==> config.mk <==
export PLATFORM = sky130hd
export DESIGN_NAME = wb_arbiter
export DESIGN_NICKNAME = d
export VERILOG_FILES = /design/src/rtl/wb_arbiter.sv
export SDC_FILE = /design/constraint.sdc
export NUM_CORES = 1
export LEC_CHECK = 0
export ABC_CLOCK_PERIOD_IN_PS = 4400
export BUFFER_PORTS_ARGS = -buffer_cell sky130_fd_sc_hd__clkbuf_2
export CAP_MARGIN = 20
export CORE_MARGIN = 2
export CORE_UTILIZATION = 35
export DETAILED_ROUTE_END_ITERATION = 16
export PLACE_DENSITY = 0.55
export SYNTH_ARGS = -nofsm -noshare
export SYNTH_HDL_FRONTEND = slang
export SYNTH_SLANG_ARGS = --single-unit
==> constraint.sdc <==
create_clock -name clk_in -period 4.4 [get_ports clk_in]
set_clock_uncertainty 0.05 [all_clocks]
set_input_delay 0.66 -clock clk_in [delete_from_list [all_inputs] [get_ports clk_in]]
set_output_delay 0.66 -clock clk_in [all_outputs]
set_load 0.01 [all_outputs]
==> src/rtl/wb_arbiter.sv <==
// Writeback arbiter: two requester FIFOs (ALU, LSU) merged round-robin onto
// a single registered register-file write port. Writes to x0 are dropped.
module wb_arbiter #(
   parameter int ADDR_W     = 5,
   parameter int DATA_W     = 32,
   parameter int FIFO_DEPTH = 2
) (
   input  logic              clk_in,
   input  logic              rst_in,
   input  logic              flush,
   input  logic              req0_valid,
   output logic              req0_ready,
   input  logic [ADDR_W-1:0] req0_addr,
   input  logic [DATA_W-1:0] req0_data,
   input  logic              req1_valid,
   output logic              req1_ready,
   input  logic [ADDR_W-1:0] req1_addr,
   input  logic [DATA_W-1:0] req1_data,
   output logic              we,
   output logic [ADDR_W-1:0] waddr,
   output logic [DATA_W-1:0] wdata,
   output logic              idle
);

   localparam int PTR_W = (FIFO_DEPTH > 1) ? $clog2(FIFO_DEPTH) : 1;
   localparam int CNT_W = $clog2(FIFO_DEPTH + 1);
   localparam logic [CNT_W-1:0] FULL = CNT_W'(FIFO_DEPTH);

   logic [ADDR_W-1:0] q_addr  [2][FIFO_DEPTH];
   logic [DATA_W-1:0] q_data  [2][FIFO_DEPTH];
   logic [PTR_W-1:0]  rd_ptr  [2];
   logic [PTR_W-1:0]  wr_ptr  [2];
   logic [CNT_W-1:0]  count   [2];
   logic [ADDR_W-1:0] in_addr [2];
   logic [DATA_W-1:0] in_data [2];

   logic [1:0]        valid;
   logic [1:0]        ready;
   logic [1:0]        push;
   logic [1:0]        pop;
   logic [1:0]        nonempty;
   logic              last_grant;
   logic [ADDR_W-1:0] head_addr;
   logic [DATA_W-1:0] head_data;

   assign valid      = {req1_valid, req0_valid};
   assign in_addr[0] = req0_addr;
   assign in_addr[1] = req1_addr;
   assign in_data[0] = req0_data;
   assign in_data[1] = req1_data;
   assign req0_ready = ready[0];
   assign req1_ready = ready[1];
   assign idle       = (count[0] == '0) && (count[1] == '0) && !we;

   // Ready deliberately ignores a same-cycle pop so it depends only on state.
   always_comb begin
      nonempty = '0;
      ready    = '0;
      push     = '0;
      for (int i = 0; i < 2; i++) begin
         nonempty[i] = (count[i] != '0);
         ready[i]    = rst_in && (count[i] < FULL);
         push[i]     = valid[i] && ready[i];
      end
   end

   // last_grant=1 means requester 1 was served last, so requester 0 wins a tie.
   always_comb begin
      pop = 2'b00;
      if (nonempty[0] && (!nonempty[1] || last_grant))
         pop[0] = 1'b1;
      else if (nonempty[1])
         pop[1] = 1'b1;
   end

   assign head_addr = pop[1] ? q_addr[1][rd_ptr[1]] : q_addr[0][rd_ptr[0]];
   assign head_data = pop[1] ? q_data[1][rd_ptr[1]] : q_data[0][rd_ptr[0]];

   always_ff @(posedge clk_in) begin
      for (int i = 0; i < 2; i++) begin
         if (push[i] && !flush) begin
            q_addr[i][wr_ptr[i]] <= in_addr[i];
            q_data[i][wr_ptr[i]] <= in_data[i];
         end
      end
   end

   always_ff @(posedge clk_in) begin
      if (!rst_in) begin
         for (int i = 0; i < 2; i++) begin
            rd_ptr[i] <= '0;
            wr_ptr[i] <= '0;
            count[i]  <= '0;
         end
         we         <= 1'b0;
         waddr      <= '0;
         wdata      <= '0;
         last_grant <= 1'b1;
      end else if (flush) begin
         for (int i = 0; i < 2; i++) begin
            rd_ptr[i] <= '0;
            wr_ptr[i] <= '0;
            count[i]  <= '0;
         end
         we <= 1'b0;
      end else begin
         for (int i = 0; i < 2; i++) begin
            if (push[i])
               wr_ptr[i] <= wr_ptr[i] + PTR_W'(1);
            if (pop[i])
               rd_ptr[i] <= rd_ptr[i] + PTR_W'(1);
            case ({push[i], pop[i]})
               2'b10:   count[i] <= count[i] + CNT_W'(1);
               2'b01:   count[i] <= count[i] - CNT_W'(1);
               default: count[i] <= count[i];
            endcase
         end
         if (pop != 2'b00) begin
            last_grant <= pop[1];
            we         <= (head_addr != '0);
            waddr      <= head_addr;
            wdata      <= head_data;
         end else begin
            we <= 1'b0;
         end
      end
   end

endmodule

# ---- Word level (Yosys, flattened, before mapping)
# Memories as Yosys holds them, arrays and structs flattened.
# Index checks and enable logic that the tools add are counted.
# Widths: inputs -> output; s select.
dict set report word_totals {
  register_bits 39
  ram_bits 156
  in_bits 79
  wordCells 168
  memories 5
}
dict set report classes {
  n_addsub 8
  n_lt_le_gt_ge 8
  n_eq_ne 4
  muxes 91
  bitwise 23
  n_reduce_logical 25
}
# name depth width rd rd_clocked_by_memory_dff wr line_no
set mem_list {}
lappend mem_list {q_data 2 64 2 0 2 30} ;# logic [DATA_W-1:0] q_data [2][FIFO_DEPTH];
lappend mem_list {q_addr 2 10 2 0 2 29} ;# logic [ADDR_W-1:0] q_addr [2][FIFO_DEPTH];
lappend mem_list {count 2 2 2 0 2 33} ;# logic [CNT_W-1:0] count [2];
lappend mem_list {rd_ptr 2 1 2 0 2 31} ;# logic [PTR_W-1:0] rd_ptr [2];
lappend mem_list {wr_ptr 2 1 2 0 2 32} ;# logic [PTR_W-1:0] wr_ptr [2];
# operator count
set op_table {}
lappend op_table {{$mux 32} 9}
lappend op_table {{$mux 64} 2}
lappend op_table {{$demux 32 s1} 2}
lappend op_table {{$mux 1} 57}
lappend op_table {{$mux 5} 9}
lappend op_table {{$mux 10} 2}
lappend op_table {{$mux 2} 8}
lappend op_table {{$or 1x1->1} 16}
lappend op_table {{$logic_and 1x1->1} 11}
lappend op_table {{$demux 5 s1} 2}
lappend op_table {{$ge 2x2->1 const B} 4}
lappend op_table {{$not 1->2} 4}
lappend op_table {{$reduce_bool 2->1} 3}
lappend op_table {{$reduce_bool 5->1} 1}
lappend op_table {{$add 1x1->1 const B} 4}
lappend op_table {{$add 2x1->2 const B} 2}
lappend op_table {{$eq 2x1->1 const B} 2}
lappend op_table {{$eq 2x2->1 const B} 2}
lappend op_table {{$logic_not 2->1} 2}
lappend op_table {{$lt 2x1->1 const B} 2}
lappend op_table {{$lt 2x2->1 const B} 2}
lappend op_table {{$reduce_or 2->1} 2}
lappend op_table {{$sub 2x1->2 const B} 2}
lappend op_table {{$logic_not 1->1} 3}
lappend op_table {{other kinds (4)} 6}

# ---- Depth between registers and ports, before layout
# Gate-level depths: netlist of run 1.
dict set report depth {
  ltp_word 13
  depth_mapped 11
  mapped_depth_nobuf 8
}

# ---- Worst setup path after synthesis of run 1
# No wires, ideal clock.
dict set report synth_timing {
  path_type {input to register}
  startpoint {input req1_valid}
  endpoint {memory q_addr[0][10] in the netlist's numbering (enable)}
  arrival_ns 3.688
  t_required_ns 3.864
  setup_slack_ns 0.176
  stages 3
  path_buffers 0
  path_cell_list {nor2b_1 -> nand2_1 -> nor3b_1}
}
# element line_no
set synth_rtl {}
lappend synth_rtl {{from (decl)} 15} ;# input logic req1_valid,
lappend synth_rtl {{to (decl)} 29}

==> flow_summary.html, run 1 <==
<table>
<tr><th>Metric</th><th>Value</th></tr>
<tr><th colspan="2">Clock tree</th></tr>
<tr><td>Worst-path clk slew</td><td>0.07 ns</td></tr>
<tr><td>Source-to-sink clock delay at the later pin of the worst-skew pair</td><td>0.42 ns</td></tr>
<tr><td>Number of buffers inserted to repair setup after CTS</td><td>0</td></tr>
<tr><td>Total CTS buffers</td><td>17</td></tr>
<tr><td>CTS Sinks</td><td>195</td></tr>
<tr><td>Max clock buf depth</td><td>2</td></tr>
<tr><td>TritonCTS clock tree</td><td>built</td></tr>
<tr><td>Root Buffer Master</td><td>sky130_fd_sc_hd__clkbuf_16</td></tr>
<tr><td>CTS HTree Levels</td><td>4</td></tr>
<tr><td>Hold buffers post-CTS</td><td>0</td></tr>
<tr><td>Number of cells upsized or downsized after cts</td><td>0</td></tr>
<tr><th colspan="2">Power and ir drop</th></tr>
<tr><td>Total power divided by cell area</td><td>541 nW/um^2</td></tr>
<tr><td>Peak supply drop</td><td>0.264 mV</td></tr>
<tr><td>P_leak</td><td>3.30 nW</td></tr>
<tr><th colspan="2">Setup path</th></tr>
<tr><td>Category of the most critical setup path</td><td>flip-flop to flip-flop</td></tr>
<tr><td>Worst Path Required</td><td>4.45 ns</td></tr>
<tr><td>Worst setup SP type</td><td>flip-flop</td></tr>
<tr><td>Crit-path max FO</td><td>42</td></tr>
<tr><td>Delay of the slowest cell on the worst path</td><td>0.67 ns</td></tr>
<tr><td>WP data arrival</td><td>3.33 ns</td></tr>
<tr><td>Cell-by-cell listing of the critical path</td><td>inv_1 -&gt; ha_1 -&gt; a21o_2 -&gt; buf_4 -&gt; clkinv_2 -&gt; ha_1 -&gt; o21ai_0</td></tr>
<tr><td>Worst setup EP type</td><td>flip-flop</td></tr>
<tr><td>Cell with the largest stage delay on the worst path</td><td>sky130_fd_sc_hd__clkinv_2</td></tr>
<tr><td>Flop-to-flop setup slack</td><td>1.12 ns</td></tr>
<tr><td>Crit-path most repeated cell</td><td>sky130_fd_sc_hd__ha_1</td></tr>
<tr><th colspan="2">Worst hold path</th></tr>
<tr><td>Type of the worst min-delay path</td><td>primary input to flip-flop</td></tr>
<tr><th colspan="2">Cells and area</th></tr>
<tr><td>Fraction of layout cells with a size suffix above 1</td><td>27.6%</td></tr>
<tr><td># diodes</td><td>0</td></tr>
<tr><td>Final net count</td><td>671</td></tr>
<tr><td>Area used by multi-input combinational logic</td><td>1770 sq um</td></tr>
<tr><td>FF/Latch Area</td><td>5470 sq um</td></tr>
<tr><td>Most used cells in the layout excluding fill and tap cells</td><td>sky130_fd_sc_hd__edfxtp_1 (156), sky130_fd_sc_hd__clkbuf_2 (119), sky130_fd_sc_hd__nand2_1 (80)</td></tr>
<tr><td>Final Cell Area</td><td>8930 sq um</td></tr>
<tr><td>Fill count</td><td>1932</td></tr>
<tr><td>Most common cell after layout, fill and taps aside</td><td>sky130_fd_sc_hd__edfxtp_1</td></tr>
<tr><td>Layout-stage area growth over the synthesis result</td><td>21.3%</td></tr>
<tr><th colspan="2">GRT</th></tr>
<tr><td>Via count of the first global-routing pass</td><td>4387</td></tr>
<tr><td>Total gr overflow</td><td>0</td></tr>
<tr><td>Overall fraction of global-route tracks in use</td><td>14.5%</td></tr>
<tr><td>First-pass GRT wire length</td><td>23600 microns</td></tr>
<tr><td>Initial antenna violation count</td><td>1</td></tr>
<tr><td>Largest net degree at the start of global routing</td><td>43</td></tr>
<tr><th colspan="2">Route</th></tr>
<tr><td>Detailed-route DRC error count</td><td>0</td></tr>
<tr><td>Total via count after detailed routing</td><td>4241</td></tr>
<tr><td>Number of nets with antenna violations after detailed routing</td><td>0</td></tr>
<tr><td>Total Wirelength</td><td>15800 microns</td></tr>
<tr><td>Average routed wire per standard cell</td><td>18.0 microns</td></tr>
<tr><td>DR vias/cell</td><td>4.84</td></tr>
<tr><td>Iter 0 DRT Violations</td><td>256</td></tr>
<tr><td>Total iterations of the first detailed-routing run</td><td>4</td></tr>
<tr><th colspan="2">STA</th></tr>
<tr><td>Number of max-slew violations in the final report</td><td>0</td></tr>
<tr><td>Worst hold margin</td><td>0.372 ns</td></tr>
<tr><td>Final min period</td><td>3.28 ns</td></tr>
<tr><td>Final setup viols</td><td>0</td></tr>
<tr><td>Transition at the pin with the smallest max-transition slack</td><td>0.994 ns</td></tr>
<tr><td>Maximum clock frequency</td><td>0.305 GHz</td></tr>
<tr><td>RSZ-0062 raised after global routing</td><td>false</td></tr>
<tr><td>Share of the clock period used by the worst path</td><td>74.5%</td></tr>
<tr><td>Fin. Hold Viols</td><td>0</td></tr>
<tr><td>Headroom to the max-slew limit</td><td>33.8%</td></tr>
<tr><td>Accumulated negative setup slack</td><td>0 ns</td></tr>
<tr><th colspan="2">Floorplan</th></tr>
<tr><td>Area enclosed by the die boundary</td><td>22200 sq um</td></tr>
<tr><td>Starting Density</td><td>35.4%</td></tr>
<tr><td>Die Y-Extent</td><td>149 microns</td></tr>
<tr><td>DIE WIDTH</td><td>149 microns</td></tr>
<tr><td>Area of the core</td><td>20800 sq um</td></tr>
<tr><td># IOs</td><td>120</td></tr>
<tr><td>Number of standard-cell rows in the floorplan</td><td>53</td></tr>
<tr><th colspan="2">Synth</th></tr>
<tr><td>Count of flip-flops with a built-in enable after synthesis</td><td>156</td></tr>
<tr><td>Main synth FF type</td><td>sky130_fd_sc_hd__edfxtp_1</td></tr>
<tr><td>Async SR Flop Fraction</td><td>0%</td></tr>
<tr><td>#FFs+latches synth</td><td>195</td></tr>
<tr><td>Number of distinct library cells after synthesis</td><td>31</td></tr>
<tr><td>Number of instances in the synthesized netlist</td><td>469</td></tr>
<tr><td>Synth Net Count</td><td>552</td></tr>
<tr><td>Proportion of synthesized chip area in sequential cells</td><td>74.2%</td></tr>
<tr><td>Cell area after technology mapping</td><td>7360 sq um</td></tr>
<tr><td>Average cell area after synthesis</td><td>15.7 sq um</td></tr>
<tr><td>Yosys warning total</td><td>0</td></tr>
<tr><th colspan="2">Place</th></tr>
<tr><td>Sum of net half-perimeters after detailed placement</td><td>10100 microns</td></tr>
<tr><td>Placed inst area</td><td>8270 sq um</td></tr>
<tr><td>Routability cong.</td><td>0.713</td></tr>
<tr><td>Count of port buffers added during placement</td><td>119</td></tr>
<tr><th colspan="2">Run</th></tr>
<tr><td>Max-cap viol count</td><td>0</td></tr>
<tr><th colspan="2">Run status</th></tr>
<tr><td>Run status</td><td>complete, no violations</td></tr>
</table>
area by class of cell:
type	instances	share of cell area, %
Inverter	4	0.182
Multi-Input combinational cell	242	19.8
Sequential cell	195	61.2
Clock buffer	23	5.46
Tap cell	275	3.85
Clock inverter	9	1.67
Timing Repair Buffer	128	7.87
power by group:
part / switching (mW) / total, mW / leakage [nW] / internal, mW
registers: 0.113 / 2.27 / 1.75 / 2.16
clock network: 0.627 / 1.64 / 0.317 / 1.01
logic: 0.546 / 0.920 / 1.23 / 0.374
total: 1.29 / 4.83 / 3.30 / 3.54
worst paths after layout:
| check | from | to | depth (start not counted) |
|---|---|---|---|
| min | req1_data[8] | q_data[0][72] | 1 |
| min reg2reg | wdata[0] | wdata[0] | 1 |
| max reg2reg | count[1][1] | count[1][1] | 7 |
| max | count[1][1] | count[1][1] | 7 |
critical path: cells and delay by family, from the launching register on:
kind                     cells  cell delay (ns)
AO/OA/AOI/OAI                2             0.43
buffers and inverters        3             1.17
flip-flops                   1             0.42
adder cells (fa/ha/maj)      2             0.85
synthesized netlist by cell type (4+ instances only):
cell	count	area, sq um
sky130_fd_sc_hd__mux2i_1	74	741
sky130_fd_sc_hd__o21ai_0	4	20.0
sky130_fd_sc_hd__clkbuf_1	12	45.0
sky130_fd_sc_hd__nor2_1	12	45.0
sky130_fd_sc_hd__dfxtp_1	39	781
sky130_fd_sc_hd__nand2_1	80	300
sky130_fd_sc_hd__ha_1	4	50.1
sky130_fd_sc_hd__nor2b_1	8	50.1
sky130_fd_sc_hd__edfxtp_1	156	4680
sky130_fd_sc_hd__a32o_1	37	370
sky130_fd_sc_hd__nor3_1	5	25.0
sky130_fd_sc_hd__buf_6	4	45.0
sky130_fd_sc_hd__buf_2	11	55.1
stage by stage:
stage	utilization, %	cells	power [mW]	worst slack, ns
6_report	42.9	876	4.83	1.12
5_1_grt	42.9	876	5.06	0.908
4_1_cts	42.8	875	4.87	1.09
3_5_place_dp	39.7	843	3.24	1.13
3_3_place_gp	39.6	842	3.20	1.28
2_1_floorplan	-	469	2.92	0.176
flip-flops by register name, indices dropped and copies added, names as in the netlist:
register,flops
q_data,128
wdata,32
q_addr,20
waddr,5
count,4
rd_ptr,2
wr_ptr,2
last_grant,1
we,1
layer usage:
metal / up-vias / global-route usage (%) / share of wire (%)
li1: 2024 / - / -
met1: 2107 / 17.7 / 44
met2: 97 / 24.1 / 49
met3: 11 / 5.26 / 6.2
met4: 2 / 4.19 / 0.75
met5: - / 0 / 0.070
cells by family (layout without fill, tap and decap cells):
logic type | Yosys count | after routing | synth area share (%)
AOI/OAI and AO/OA | 48 | 48 | 6.03
xor gates and xnor gates | 3 | 3 | 0.357
adders and majority gates | 4 | 4 | 0.680
buffers and inverters | 32 | 164 | 2.24
DFF | 195 | 195 | 74.2
muxes | 74 | 74 | 10.1
and+or+nand+nor | 113 | 113 | 6.42
No activity file was read; power rests on OpenSTA's default activity.
==> run 2, diff against run 1 <==
--- a/config.mk
+++ b/config.mk
@@ -5,7 +5,7 @@
 export SDC_FILE = /design/constraint.sdc
 export NUM_CORES = 1
 export LEC_CHECK = 0
-export ABC_CLOCK_PERIOD_IN_PS = 4400
+export ABC_CLOCK_PERIOD_IN_PS = 2900
 export BUFFER_PORTS_ARGS = -buffer_cell sky130_fd_sc_hd__clkbuf_2
 export CAP_MARGIN = 20
 export CORE_MARGIN = 2
==> constraint.sdc (replaced) <==
create_clock -name clk_in -period 2.9 [get_ports clk_in]
set_clock_uncertainty 0.05 [all_clocks]
set_input_delay 0.435 -clock clk_in [delete_from_list [all_inputs] [get_ports clk_in]]
set_output_delay 0.435 -clock clk_in [all_outputs]
set_load 0.01 [all_outputs]
==> run 2 against run 1 <==
  * Sequential share of layout area fell by 0.14 points
  * Fmax grew 28%
  * Non-clock buffer count grew 3
  * Power is 50% higher
  * Worst setup slack worse by 0.79 ns
  * Largest cell class unchanged
==> flow_summary.html, run 2 (same netlist as run 1, synthesis figures left out) <==
<table>
<tr><th>Metric</th><th>Value</th></tr>
<tr><th colspan="2">STA</th></tr>
<tr><td>Headroom to the max-slew limit</td><td>60.6% (was 33.8%)</td></tr>
<tr><td>Maximum clock frequency</td><td>0.390 GHz (was 0.305 GHz)</td></tr>
<tr><td>Final setup viols</td><td>0 (unchanged)</td></tr>
<tr><td>Number of max-slew violations in the final report</td><td>0 (unchanged)</td></tr>
<tr><td>RSZ-0062 raised after global routing</td><td>false (unchanged)</td></tr>
<tr><td>Transition at the pin with the smallest max-transition slack</td><td>0.590 ns (was 0.994 ns)</td></tr>
<tr><td>Accumulated negative setup slack</td><td>0 ns (unchanged)</td></tr>
<tr><td>Fin. Hold Viols</td><td>0 (unchanged)</td></tr>
<tr><td>Final min period</td><td>2.56 ns (was 3.28 ns)</td></tr>
<tr><td>Share of the clock period used by the worst path</td><td>88.4% (was 74.5%)</td></tr>
<tr><th colspan="2">Floorplan</th></tr>
<tr><td>Die Y-Extent</td><td>149 microns (unchanged)</td></tr>
<tr><td>Starting Density</td><td>35.4% (unchanged)</td></tr>
<tr><td>Area enclosed by the die boundary</td><td>22200 sq um (unchanged)</td></tr>
<tr><td># IOs</td><td>120 (unchanged)</td></tr>
<tr><td>DIE WIDTH</td><td>149 microns (unchanged)</td></tr>
<tr><td>Area of the core</td><td>20800 sq um (unchanged)</td></tr>
<tr><td>Number of standard-cell rows in the floorplan</td><td>53 (unchanged)</td></tr>
<tr><th colspan="2">Power and ir drop</th></tr>
<tr><td>Total power divided by cell area</td><td>810 nW/um^2 (was 541 nW/um^2)</td></tr>
<tr><td>P_leak</td><td>3.29 nW (was 3.30 nW)</td></tr>
<tr><td>Peak supply drop</td><td>0.372 mV (was 0.264 mV)</td></tr>
<tr><th colspan="2">Cells and area</th></tr>
<tr><td>Fraction of layout cells with a size suffix above 1</td><td>28.3% (was 27.6%)</td></tr>
<tr><td>Final Core Density</td><td>43.0% (was 42.9%)</td></tr>
<tr><td>Layout-stage area growth over the synthesis result</td><td>21.6% (was 21.3%)</td></tr>
<tr><td>Fin cells</td><td>879 (was 876)</td></tr>
<tr><td>Fill count</td><td>1915 (was 1932)</td></tr>
<tr><td>Most used cells in the layout excluding fill and tap cells</td><td>sky130_fd_sc_hd__edfxtp_1 (156), sky130_fd_sc_hd__clkbuf_2 (119), sky130_fd_sc_hd__nand2_1 (80) (unchanged)</td></tr>
<tr><td>Final net count</td><td>674 (was 671)</td></tr>
<tr><td># diodes</td><td>0 (unchanged)</td></tr>
<tr><td>Number of flip-flops under the largest register name</td><td>128 (unchanged)</td></tr>
<tr><td>Most common cell after layout, fill and taps aside</td><td>sky130_fd_sc_hd__edfxtp_1 (unchanged)</td></tr>
<tr><th colspan="2">Route</th></tr>
<tr><td>Number of nets with antenna violations after detailed routing</td><td>0 (unchanged)</td></tr>
<tr><td>Average routed wire per standard cell</td><td>17.9 microns (was 18.0 microns)</td></tr>
<tr><td>Total via count after detailed routing</td><td>4248 (was 4241)</td></tr>
<tr><td>Detailed-route DRC error count</td><td>0 (unchanged)</td></tr>
<tr><td>Iter 0 DRT Violations</td><td>212 (was 256)</td></tr>
<tr><td>Total iterations of the first detailed-routing run</td><td>6 (was 4)</td></tr>
<tr><td>Total Wirelength</td><td>15700 microns (was 15800 microns)</td></tr>
<tr><td>DR vias/cell</td><td>4.83 (was 4.84)</td></tr>
<tr><th colspan="2">Setup path</th></tr>
<tr><td>WP data arrival</td><td>2.69 ns (was 3.33 ns)</td></tr>
<tr><td>Worst setup EP type</td><td>flip-flop (unchanged)</td></tr>
<tr><td>Worst setup SP type</td><td>flip-flop (unchanged)</td></tr>
<tr><td>Worst Path Required</td><td>3.02 ns (was 4.45 ns)</td></tr>
<tr><td>Crit-path max FO</td><td>16 (was 42)</td></tr>
<tr><td>Category of the most critical setup path</td><td>flip-flop to flip-flop (unchanged)</td></tr>
<tr><th colspan="2">Clock tree</th></tr>
<tr><td>Root Buffer Master</td><td>sky130_fd_sc_hd__clkbuf_16 (unchanged)</td></tr>
<tr><td>Number of buffers inserted to repair setup after CTS</td><td>0 (unchanged)</td></tr>
<tr><td>Source-to-sink clock delay at the later pin of the worst-skew pair</td><td>0.43 ns (was 0.42 ns)</td></tr>
<tr><td>Max clock buf depth</td><td>2 (unchanged)</td></tr>
<tr><td>CTS Sinks</td><td>195 (unchanged)</td></tr>
<tr><td>Total CTS buffers</td><td>17 (unchanged)</td></tr>
<tr><td>Number of cells upsized or downsized after cts</td><td>0 (unchanged)</td></tr>
<tr><td>Worst-path clk slew</td><td>0.07 ns (about the same)</td></tr>
<tr><td>CTS HTree Levels</td><td>4 (unchanged)</td></tr>
<tr><td>Hold buffers post-CTS</td><td>0 (unchanged)</td></tr>
<tr><td>TritonCTS clock tree</td><td>built (unchanged)</td></tr>
<tr><th colspan="2">GRT</th></tr>
<tr><td>Largest net degree at the start of global routing</td><td>41 (was 43)</td></tr>
<tr><td>Total gr overflow</td><td>0 (unchanged)</td></tr>
<tr><td>Overall fraction of global-route tracks in use</td><td>14.5% (about the same)</td></tr>
<tr><td>Initial antenna violation count</td><td>1 (unchanged)</td></tr>
<tr><td>Via count of the first global-routing pass</td><td>4406 (was 4387)</td></tr>
<tr><td>First-pass GRT wire length</td><td>23900 microns (was 23600 microns)</td></tr>
<tr><th colspan="2">Run</th></tr>
<tr><td>Max-cap viol count</td><td>0 (unchanged)</td></tr>
<tr><th colspan="2">Run status</th></tr>
<tr><td>Run status</td><td>complete, no violations (unchanged)</td></tr>
<tr><th colspan="2">Place</th></tr>
<tr><td>Count of port buffers added during placement</td><td>119 (unchanged)</td></tr>
<tr><td>Placed insts</td><td>847 (was 843)</td></tr>
<tr><td>Sum of net half-perimeters after detailed placement</td><td>10000 microns (was 10100 microns)</td></tr>
<tr><td>Routability cong.</td><td>0.755 (was 0.713)</td></tr>
<tr><th colspan="2">Worst hold path</th></tr>
<tr><td>Type of the worst min-delay path</td><td>primary input to flip-flop (unchanged)</td></tr>
</table>
## run 2: cell types whose count changed in the layout (fill, tap and decap cells not counted), moves of 3 or more
cell / before / now
sky130_fd_sc_hd__buf_12: 0 / 3
sky130_fd_sc_hd__clkbuf_8: 4 / 0
sky130_fd_sc_hd__clkinv_2: 5 / 2
sky130_fd_sc_hd__clkinvlp_4: 0 / 3
sky130_fd_sc_hd__inv_6: 1 / 4
## run 2: final timing paths
path / from / end / slack (ns) / cells past startpoint
min reg2reg: waddr[1] / waddr[1] / 0.42 / 1
min: req1_data[12] / q_data[0][76] / 0.14 / 1
max: count[1][1] / count[1][1] / 0.34 / 8
max reg2reg: count[1][1] / count[1][1] / 0.34 / 8
## run 2: power by group
group / total [mW] / switching (mW) / internal [mW]
Combinational: 1.43 / 0.859 / 0.571
Sequential: 3.42 / 0.147 / 3.27
Clock: 2.40 / 1.05 / 1.35
## run 2: worst max-delay path, cell delays in order (launching register included)
cell and delay, ns:
sky130_fd_sc_hd__edfxtp_1 0.42, sky130_fd_sc_hd__inv_1 0.07, sky130_fd_sc_hd__ha_1 0.29, sky130_fd_sc_hd__a21o_2 0.37, sky130_fd_sc_hd__clkinv_2 0.33, sky130_fd_sc_hd__ha_1 0.40, sky130_fd_sc_hd__nor2_1 0.14, sky130_fd_sc_hd__xor2_1 0.16
sky130_fd_sc_hd__nor2_1 0.06
## run 2: stage by stage
stage | hold slack, ns | instance area [sq um] | worst slack (ns) | power [mW]
2_1_floorplan | 0.461 | 7380 | 0.197 | 4.42
3_3_place_gp | 0.402 | 8330 | 0.448 | 4.90
3_5_place_dp | 0.407 | 8330 | 0.348 | 4.94
4_1_cts | 0.121 | 8950 | 0.339 | 7.34
5_1_grt | 0.125 | 8950 | 0.112 | 7.58
6_report | 0.144 | 8950 | 0.336 | 7.25
## run 2: area by class of cell
type / count / area, sq um / area share (%)
inverter: 4 / 16.3 / 0.182
clock buffer: 18 / 450 / 5.03
clock inverter: 14 / 168 / 1.87
multi-input combinational: 242 / 1790 / 19.9
timing repair buffer: 131 / 723 / 8.08
tap: 275 / 344 / 3.84
sequential: 195 / 5470 / 61.0
## run 2: layer usage
metal | share of wire (%) | routed length [microns] | global-route usage (%)
met5 | 0 | 0 | 0
met4 | 1.1 | 170 | 4.48
met3 | 5.2 | 819 | 4.07
met2 | 50 | 7880 | 25.1
met1 | 44 | 6830 | 17.6
==> run 3, diff against run 2 <==
--- a/config.mk
+++ b/config.mk
@@ -8,6 +8,7 @@
 export ABC_CLOCK_PERIOD_IN_PS = 2900
 export BUFFER_PORTS_ARGS = -buffer_cell sky130_fd_sc_hd__clkbuf_2
 export CAP_MARGIN = 20
+export CORE_ASPECT_RATIO = 0.8
 export CORE_MARGIN = 2
 export CORE_UTILIZATION = 35
 export DETAILED_ROUTE_END_ITERATION = 16
==> run 3 against run 2 <==
  * Clock power is 10% lower
  * Register-to-register slack better by 0.28 ns
  * Fmax is 12% higher
  * Highest routed layer unchanged
==> flow_summary.html, run 3 (same netlist as run 1, synthesis figures left out) <==
<table>
<tr><th>Metric</th><th>Value</th></tr>
<tr><th colspan="2">Floorplan</th></tr>
<tr><td>Starting Density</td><td>35.7% (was 35.4%)</td></tr>
<tr><td>Die Y-Extent</td><td>134 microns (was 149 microns)</td></tr>
<tr><td># IOs</td><td>120 (unchanged)</td></tr>
<tr><td>Area of the core</td><td>20600 sq um (was 20800 sq um)</td></tr>
<tr><td>DIE WIDTH</td><td>166 microns (was 149 microns)</td></tr>
<tr><td>Number of standard-cell rows in the floorplan</td><td>47 (was 53)</td></tr>
<tr><td>Area enclosed by the die boundary</td><td>22200 sq um (about the same)</td></tr>
<tr><th colspan="2">Setup path</th></tr>
<tr><td>Worst reg2reg startpoint</td><td>count[1][1] (unchanged)</td></tr>
<tr><td>Buffering stage count on the worst path with inverters included</td><td>2 (unchanged)</td></tr>
<tr><td>Cell count of the worst reg-to-reg path</td><td>7 (was 8)</td></tr>
<tr><td>Worst setup EP type</td><td>flip-flop (unchanged)</td></tr>
<tr><td>Worst flop-to-flop path endpoint</td><td>count[1][0] (was count[1][1])</td></tr>
<tr><td>Worst Path Required</td><td>2.95 ns (was 3.02 ns)</td></tr>
<tr><td>Worst setup SP type</td><td>flip-flop (unchanged)</td></tr>
<tr><td>Kind of cell adding the most delay to the critical path</td><td>adder cells (unchanged)</td></tr>
<tr><td>Delay of the slowest cell on the worst path</td><td>0.42 ns (about the same)</td></tr>
<tr><td>Crit-path most repeated cell</td><td>sky130_fd_sc_hd__ha_1</td></tr>
<tr><td>Cell with the largest stage delay on the worst path</td><td>sky130_fd_sc_hd__edfxtp_1 (unchanged)</td></tr>
<tr><td>Cell-by-cell listing of the critical path</td><td>inv_1 -&gt; ha_1 -&gt; a21o_2 -&gt; buf_4 -&gt; ha_1 -&gt; nor2_1 -&gt; o21ai_0 (was inv_1 -&gt; ha_1 -&gt; a21o_2 -&gt; clkinv_2 -&gt; ha_1 -&gt; nor2_1 -&gt; xor2_1 -&gt; nor2_1)</td></tr>
<tr><td>Flop-to-flop setup slack</td><td>0.61 ns (was 0.34 ns)</td></tr>
<tr><td>WP data arrival</td><td>2.34 ns (was 2.69 ns)</td></tr>
<tr><td>Crit-path max FO</td><td>41 (was 16)</td></tr>
<tr><td>Category of the most critical setup path</td><td>flip-flop to flip-flop (unchanged)</td></tr>
<tr><th colspan="2">Route</th></tr>
<tr><td>Number of nets with antenna violations after detailed routing</td><td>0 (unchanged)</td></tr>
<tr><td>Iter 0 DRT Violations</td><td>295 (was 212)</td></tr>
<tr><td>Average routed wire per standard cell</td><td>18.4 microns (was 17.9 microns)</td></tr>
<tr><td>DR vias/cell</td><td>4.86 (was 4.83)</td></tr>
<tr><td>Total iterations of the first detailed-routing run</td><td>4 (was 6)</td></tr>
<tr><td>Total Wirelength</td><td>16100 microns (was 15700 microns)</td></tr>
<tr><td>Detailed-route DRC error count</td><td>0 (unchanged)</td></tr>
<tr><td>Total via count after detailed routing</td><td>4252 (was 4248)</td></tr>
<tr><th colspan="2">Cells and area</th></tr>
<tr><td>Most common cell after layout, fill and taps aside</td><td>sky130_fd_sc_hd__edfxtp_1 (unchanged)</td></tr>
<tr><td>Number of flip-flops under the largest register name</td><td>128 (unchanged)</td></tr>
<tr><td>Layout-stage area growth over the synthesis result</td><td>20.2% (was 21.6%)</td></tr>
<tr><td>Fraction of layout cells with a size suffix above 1</td><td>27.6% (was 28.3%)</td></tr>
<tr><td>FF/Latch Area</td><td>5470 sq um (unchanged)</td></tr>
<tr><td>Fill count</td><td>1889 (was 1915)</td></tr>
<tr><td>Most used cells in the layout excluding fill and tap cells</td><td>sky130_fd_sc_hd__edfxtp_1 (156), sky130_fd_sc_hd__clkbuf_2 (119), sky130_fd_sc_hd__nand2_1 (80) (unchanged)</td></tr>
<tr><td>Area used by multi-input combinational logic</td><td>1790 sq um (unchanged)</td></tr>
<tr><td>Final Core Density</td><td>42.9% (was 43.0%)</td></tr>
<tr><td>Final net count</td><td>675 (was 674)</td></tr>
<tr><th colspan="2">GRT</th></tr>
<tr><td>Initial antenna violation count</td><td>2 (was 1)</td></tr>
<tr><td>Overall fraction of global-route tracks in use</td><td>15.0% (was 14.5%)</td></tr>
<tr><td>Total gr overflow</td><td>0 (unchanged)</td></tr>
<tr><td>Via count of the first global-routing pass</td><td>4466 (was 4406)</td></tr>
<tr><td>Largest net degree at the start of global routing</td><td>42 (was 41)</td></tr>
<tr><td>First-pass GRT wire length</td><td>24900 microns (was 23900 microns)</td></tr>
<tr><th colspan="2">Power and ir drop</th></tr>
<tr><td>Total power divided by cell area</td><td>791 nW/um^2 (was 810 nW/um^2)</td></tr>
<tr><td>P_leak</td><td>3.26 nW (was 3.29 nW)</td></tr>
<tr><td>Peak supply drop</td><td>0.315 mV (was 0.372 mV)</td></tr>
<tr><th colspan="2">Clock tree</th></tr>
<tr><td>Max clock buf depth</td><td>2 (unchanged)</td></tr>
<tr><td>Number of buffers inserted to repair setup after CTS</td><td>0 (unchanged)</td></tr>
<tr><td>Number of cells upsized or downsized after cts</td><td>0 (unchanged)</td></tr>
<tr><td>Total CTS buffers</td><td>17 (unchanged)</td></tr>
<tr><td>CTS Sinks</td><td>195 (unchanged)</td></tr>
<tr><td>TritonCTS clock tree</td><td>built (unchanged)</td></tr>
<tr><td>CTS HTree Levels</td><td>4 (unchanged)</td></tr>
<tr><td>Worst-path clk slew</td><td>0.07 ns (about the same)</td></tr>
<tr><td>Hold buffers post-CTS</td><td>0 (unchanged)</td></tr>
<tr><td>Root Buffer Master</td><td>sky130_fd_sc_hd__clkbuf_16 (unchanged)</td></tr>
<tr><td>Source-to-sink clock delay at the later pin of the worst-skew pair</td><td>0.42 ns (was 0.43 ns)</td></tr>
<tr><th colspan="2">Worst hold path</th></tr>
<tr><td>Worst Hold Launch</td><td>req1_addr[4] (was req1_data[12])</td></tr>
<tr><td>Hold EP</td><td>q_addr[0][19] (was q_data[0][76])</td></tr>
<tr><td>Type of the worst min-delay path</td><td>primary input to flip-flop (unchanged)</td></tr>
<tr><td>Instance count along the most critical hold path</td><td>1 (unchanged)</td></tr>
<tr><th colspan="2">STA</th></tr>
<tr><td>Headroom to the max-slew limit</td><td>59.9% (was 60.6%)</td></tr>
<tr><td>Transition at the pin with the smallest max-transition slack</td><td>0.601 ns (was 0.590 ns)</td></tr>
<tr><td>Maximum clock frequency</td><td>0.437 GHz (was 0.390 GHz)</td></tr>
<tr><td>Accumulated negative setup slack</td><td>0 ns (unchanged)</td></tr>
<tr><td>Share of the clock period used by the worst path</td><td>78.9% (was 88.4%)</td></tr>
<tr><td>Number of max-slew violations in the final report</td><td>0 (unchanged)</td></tr>
<tr><td>Final setup viols</td><td>0 (unchanged)</td></tr>
<tr><td>Fin. Hold Viols</td><td>0 (unchanged)</td></tr>
<tr><td>RSZ-0062 raised after global routing</td><td>false (unchanged)</td></tr>
<tr><td>Final min period</td><td>2.29 ns (was 2.56 ns)</td></tr>
<tr><th colspan="2">Run status</th></tr>
<tr><td>Run status</td><td>complete, no violations (unchanged)</td></tr>
<tr><th colspan="2">Run</th></tr>
<tr><td>Max-cap viol count</td><td>0 (unchanged)</td></tr>
<tr><th colspan="2">Place</th></tr>
<tr><td>Routability cong.</td><td>0.782 (was 0.755)</td></tr>
<tr><td>Count of port buffers added during placement</td><td>119 (unchanged)</td></tr>
<tr><td>Sum of net half-perimeters after detailed placement</td><td>10400 microns (was 10000 microns)</td></tr>
</table>
==> run 3: cell type report <==
class	count	area share, %
Antenna cell	1	0.0283
Multi-Input combinational cell	242	20.2
Clock inverter	9	0.905
Timing Repair Buffer	132	7.97
Clock buffer	23	5.17
Tap cell	269	3.80
Inverter	4	0.184
Sequential cell	195	61.8
==> run 3: where the power goes <==
part | internal [mW] | leakage [nW] | switching [mW]
sequential | 3.28 | 1.75 | 0.123
clock | 1.20 | 0.265 | 0.957
combinational | 0.560 | 1.25 | 0.878
==> run 3: how the worst max path moves through the flow <==
stage	start	endpoint	slack, ns	cells past startpoint
6_report	count[1][1]	count[1][0]	0.61	7
5_1_grt	count[1][1]	count[1][0]	0.42	7
4_1_cts	count[1][1]	count[1][0]	0.59	7
3_5_place_dp	count[1][1]	count[1][1]	0.60	7
3_3_place_gp	count[1][1]	count[1][1]	0.70	7
2_1_floorplan	req1_valid	q_addr[0][10]	0.20	3
==> run 3: stage by stage <==
stage                     hold WS, ns  power (mW)  cell area (sq um)  instances  setup slack (ns)
after floorplan                 0.461        4.42               7380        469             0.197
after global routing            0.125        7.37               8850        874             0.419
after CTS                       0.126        7.10               8850        874             0.595
after global placement          0.404        4.89               8310        842             0.696
after detailed placement        0.407        4.93               8310        842             0.604
final                           0.146        7.00               8850        875             0.613
==> run 3: worst reg2reg max path, cell delays in order (launching register included) <==
cell                       delay (ns)
sky130_fd_sc_hd__edfxtp_1        0.42
sky130_fd_sc_hd__inv_1           0.08
sky130_fd_sc_hd__ha_1            0.30
sky130_fd_sc_hd__a21o_2          0.16
sky130_fd_sc_hd__buf_4           0.42
sky130_fd_sc_hd__ha_1            0.23
sky130_fd_sc_hd__nor2_1          0.04
sky130_fd_sc_hd__o21ai_0         0.27
==> run 3: layer usage <==
metal | global-route usage (%) | up-vias | routed length, microns
met5 | 0 | - | 0
met1 | 19.5 | 2109 | 7500
met4 | 3.72 | 0 | 124
met3 | 4.96 | 10 | 909
met2 | 24.6 | 103 | 7530
li1 | - | 2030 | -
